$ cat src/rtl/irq_pkg.sv
// rtl/irq_pkg.sv - shared widths and one-hot helpers for the interrupt pending latch
package irq_pkg;

    localparam int IRQ_WIDTH = 8;
    localparam int IRQ_IDX_W = 3;

    // Highest set bit of v as a one-hot vector; zero when v is zero.
    function automatic logic [IRQ_WIDTH-1:0] msb_onehot(input logic [IRQ_WIDTH-1:0] v);
        logic [IRQ_WIDTH-1:0] r;
        r = '0;
        // Ascending scan so the last hit (highest index) overwrites lower ones.
        for (int i = 0; i < IRQ_WIDTH; i++) begin
            if (v[i]) begin
                r    = '0;
                r[i] = 1'b1;
            end
        end
        return r;
    endfunction

    // Decode an index to a one-hot line select; zero when disabled or out of range.
    function automatic logic [IRQ_WIDTH-1:0] idx_to_onehot(input logic [IRQ_IDX_W-1:0] idx,
                                                            input logic                 en);
        logic [IRQ_WIDTH-1:0] r;
        r = '0;
        for (int i = 0; i < IRQ_WIDTH; i++) begin
            if (en && (idx == IRQ_IDX_W'(i))) begin
                r[i] = 1'b1;
            end
        end
        return r;
    endfunction

endpackage

$ cat src/rtl/req_edge_detect.sv
// rtl/req_edge_detect.sv - per-line request event detection (rising edge or level)
module req_edge_detect
    import irq_pkg::*;
#(
    parameter int WIDTH     = IRQ_WIDTH,
    parameter int EDGE_MODE = 1
) (
    input  logic             clk,
    input  logic             rst,
    input  logic [WIDTH-1:0] req_in,
    output logic [WIDTH-1:0] req_event_o
);

    logic [WIDTH-1:0] req_d_q;

    // Previous-cycle copy of the request lines; cleared by reset so a line
    // held high through reset is seen as a fresh rising edge afterwards.
    always_ff @(posedge clk) begin
        if (rst) begin
            req_d_q <= '0;
        end else begin
            req_d_q <= req_in;
        end
    end

    // Select edge or level capture; both operands are always referenced.
    assign req_event_o = (EDGE_MODE != 0) ? (req_in & ~req_d_q) : req_in;

endmodule

$ cat src/rtl/irq_pending_latch.sv
// rtl/irq_pending_latch.sv - sticky pending bits with masked one-hot grant for the 8-to-3 encoder
module irq_pending_latch
    import irq_pkg::*;
#(
    parameter int WIDTH     = IRQ_WIDTH,
    parameter int IDX_W     = IRQ_IDX_W,
    parameter int EDGE_MODE = 1
) (
    input  logic             clk,
    input  logic             rst,
    input  logic [WIDTH-1:0] req_in,
    input  logic [WIDTH-1:0] mask,
    input  logic             ack,
    input  logic [IDX_W-1:0] ack_idx,
    output logic [WIDTH-1:0] pending,
    output logic [WIDTH-1:0] grant_onehot,
    output logic             grant_valid,
    output logic [WIDTH-1:0] overflow
);

    logic [WIDTH-1:0] req_event;
    logic [WIDTH-1:0] clr;
    logic [WIDTH-1:0] pending_d, pending_q;
    logic [WIDTH-1:0] overflow_d, overflow_q;
    logic [WIDTH-1:0] grant_d, grant_q;
    logic             grant_valid_d, grant_valid_q;

    req_edge_detect #(
        .WIDTH     (WIDTH),
        .EDGE_MODE (EDGE_MODE)
    ) u_req_edge_detect (
        .clk         (clk),
        .rst         (rst),
        .req_in      (req_in),
        .req_event_o (req_event)
    );

    // Next-state: ack clears, new events set (set wins on collision); overflow
    // records an event landing on a line already pending and not being cleared.
    // Grant is computed from next-state pending so it lines up with pending.
    always_comb begin
        clr           = idx_to_onehot(ack_idx, ack);
        pending_d     = (pending_q & ~clr) | req_event;
        overflow_d    = (overflow_q & ~clr) | (req_event & pending_q & ~clr);
        grant_d       = msb_onehot(pending_d & mask);
        grant_valid_d = |(pending_d & mask);
    end

    // All outputs registered; reset discards every piece of pending state.
    always_ff @(posedge clk) begin
        if (rst) begin
            pending_q     <= '0;
            overflow_q    <= '0;
            grant_q       <= '0;
            grant_valid_q <= 1'b0;
        end else begin
            pending_q     <= pending_d;
            overflow_q    <= overflow_d;
            grant_q       <= grant_d;
            grant_valid_q <= grant_valid_d;
        end
    end

    assign pending      = pending_q;
    assign overflow     = overflow_q;
    assign grant_onehot = grant_q;
    assign grant_valid  = grant_valid_q;

endmodule

$ cat config.mk
export PLATFORM = sky130hd
export DESIGN_NAME = irq_pending_latch
export DESIGN_NICKNAME = d
export VERILOG_FILES = /design/src/rtl/irq_pkg.sv /design/src/rtl/req_edge_detect.sv /design/src/rtl/irq_pending_latch.sv
export SDC_FILE = /design/constraint.sdc
export NUM_CORES = 1
export LEC_CHECK = 0
export BUFFER_PORTS_ARGS = -buffer_cell sky130_fd_sc_hd__buf_4
export CORE_ASPECT_RATIO = 1.25
export CORE_MARGIN = 2
export CORE_UTILIZATION = 40
export DETAILED_ROUTE_END_ITERATION = 10
export HOLD_SLACK_MARGIN = 0.15
export PLACE_DENSITY = 0.68
export SETUP_SLACK_MARGIN = 0.05
export SLEW_MARGIN = 10
export SYNTH_ARGS = -nofsm -noshare
export SYNTH_HDL_FRONTEND = slang
export SYNTH_SLANG_ARGS = --single-unit
$ cat constraint.sdc
create_clock -name clk -period 3.2 [get_ports clk]
set_clock_uncertainty 0.05 [all_clocks]
set_input_delay 0 -clock clk [delete_from_list [all_inputs] [get_ports clk]]
set_output_delay 0 -clock clk [all_outputs]
set_load 0.03 [all_outputs]
==> impl_metrics.tcl <==
set metrics [dict create \
    critPathArrivalTime_ns 2.69 \
    rsz0062_at_grt "false" \
    grt_max_degree 23 \
    finalCritPeriodShare 0.792 \
    firstDrtPassIters 4 \
    synth_top_area_frac 0.516 \
    antenna_found_initial 0 \
    r2r_end "grant_valid" \
    cts_tree "built" \
    max_stage_delay_ns 0.58 \
    synth.most_common_cell "dfxtp_1" \
    min_to "grant_onehot[7]" \
    path_common_cell "dlygate4sd3_1" \
    hold_depth 3 \
    cts-root-buf "clkbuf_4" \
    crit_chain "dlygate4sd3_1, buf_4, nor4b_1, o2bb2ai_1, nor2_1, dlygate4sd3_1, a31oi_1, dlygate4sd3_1" \
    synth_area_leader_cell "dfxtp_1" \
    ys_ff_latch 33 \
    cap_violations 0 \
    dp_worst_setup_slack_ns 1.86 \
    synthArstFlopShare 0 \
    syn_nets 152 \
    gp_congestion 0.774 \
    ys_warn_count 0 \
    reg2reg_from "u_req_edge_detect.req_d_q[0]" \
    synth_edf_count 0 \
    peakVddDrop_uv 343 \
    wl_per_cell_um 13.1 \
    worst_setup_path_end_kind "register" \
    synthCells 130 \
    fin_setup_tns_ns 0 \
    dp.final_hpwl_um 2140 \
    yosysSeqAreaShare 0.516 \
    cts_buffers 5 \
    crit_fanout 8 \
    max_freq_mhz 394 \
    status "completed" \
    p_leak_uw 0.000919 \
    min_from "mask[7]" \
    fin_crit_ns 2.54 \
    diodes 0 \
    grt_usage 0.219 \
    vias_per_cell 5.05 \
    cts_sinks 33 \
    fp.dieH_um 67.3 \
    die-area_sq_um 3670 \
    fin_area_sq_um 2070 \
    fillers 242 \
    r2r_cells 6 \
    die_w_um 54.6 \
    synth_cell_types 29 \
    synth_top_flop_cell "dfxtp_1" \
    wirelength_um 3300 \
    powerDensity_nw_per_um2 421 \
    syn_area_sq_um 1280 \
    worst_skew_pair.late_latency_ns 0.32 \
    finalSetupViolCount 0 \
    drive_above_1_share 0.269 \
    maxSlewHeadroom 0.651 \
    io_pins 47 \
    final_nets 238 \
    critPathRequiredTime_ns 3.36 \
    initial_core_util 0.427 \
    reg2reg_slack_ns 1.06 \
    core_sq_um 3000 \
    startpoint_type "input pin" \
    first_global_vias 1345 \
    tightest_slew_ns 0.516 \
    overflow 0 \
    clockBufferDepth 2 \
    hold_violations 0 \
    synth_common_cells "dfxtp_1, nor2b_1, a21oi_1, nand2_1, nor3_1" \
    drc 0 \
    num_rows 22 \
    syn_avg_cell_area_sq_um 9.86 \
    critical_path_class "input pin to register" \
    clk_pin_slew_ns 0.09 \
    htree_levels 2 \
    area_growth_pct 61.5 \
    finalMaxSlewViolations 0 \
    numPortBuffers 46 \
    ant_nets 0 \
    route.vias.total 1272 \
    dpl_cell_area_sq_um 1660 \
    slowest_stage "dlygate4sd3_1" \
    grt_pass1_wl_um 5760 \
    postCtsSetupRepairBufs 0 \
    drt_iter0_markers 16 \
    synth_area_leaders "dfxtp_1, nor2b_1, a21oi_1" \
    hold_class "input pin to register" \
    fin_ws_ns 0.664 \
]
## state kept, by name (all words and copies together), names as in the netlist
signal,flops
overflow,8
pending,8
grant_onehot,8
u_req_edge_detect.req_d_q,8
grant_valid,1
## metrics by stage
stage                     std cells  hold WS [ns]  total power [uW]  utilization
after floorplan                 130        0.0216               550            -
after global placement          210         0.168               613        0.555
after detailed placement        210         0.177               617        0.555
after CTS                       252         0.393               877        0.690
after global routing            252         0.420               926        0.690
final                           252         0.402               872        0.690
## worst max-delay path by stage
stage,start,to,slack [ns],cells after the start
detailed placement,ack_idx[2],grant_onehot[0],1.86,5
global placement,ack_idx[2],grant_onehot[0],1.88,5
global route,ack_idx[0],grant_valid,0.55,8
floorplan,pending[5],grant_onehot[1],1.89,4
finish,ack_idx[1],grant_valid,0.66,8
CTS,ack_idx[1],grant_valid,0.68,8
## worst max-delay path, delay by kind of cell
family	cells	cell delay [ns]
buffers and inverters	4	1.83
AND/OR/NAND/NOR	2	0.62
AO/OA/AOI/OAI	2	0.24
## cell type report
class / instances / area, sq um / area share
Inverter: 5 / 18.8 / 0.00907
Multi-Input combinational cell: 90 / 594 / 0.287
Sequential cell: 33 / 661 / 0.319
Tap cell: 36 / 45.0 / 0.0218
Timing Repair Buffer: 81 / 696 / 0.336
Clock buffer: 7 / 55.1 / 0.0266
## power breakdown
group	total (uW)	switching, uW	leakage (uW)	internal, uW
Combinational	195	97.4	0.000615	98.0
Sequential	448	13.7	0.000272	434
Clock	229	125	0.0000314	104
Total	872	236	0.000919	636
## what timing repair did
action                     in CTS  in global routing
setup endpoints to repair       0                  0
hold endpoints to repair       33                  0
hold buffers                   35                  0
gates resized for setup         0                  0
## logic make-up after synthesis
family	after synthesis	share of synthesized area
AOI/OAI and AO/OA	27	0.143
buffers and inverters	7	0.0205
DFF	33	0.516
and+or+nand+nor	63	0.321
## metal layers
layer  GRT usage  wire [um]  up-vias
met3      0.0774        168       12
li1            -          -      632
met4       0.103        104        0
met1       0.225       1260      588
met5           0          0        -
met2       0.381       1770       40
## placed cells by master, fill, tap and decap left out, drive strengths merged, types with 3 or more instances in the layout
| cell | instances |
|---|---|
| and4b | 3 |
| dfxtp | 33 |
| inv | 5 |
| o21a | 4 |
| nor3 | 7 |
| nor2b | 20 |
| and4bb | 3 |
| nand2 | 8 |
| nor2 | 6 |
| o2bb2ai | 5 |
| buf | 46 |
| a21oi | 11 |
| clkbuf | 7 |
| o21ai | 3 |
| dlygate4sd3 | 35 |
| and3 | 3 |
Power figures use the tool's default switching activity.
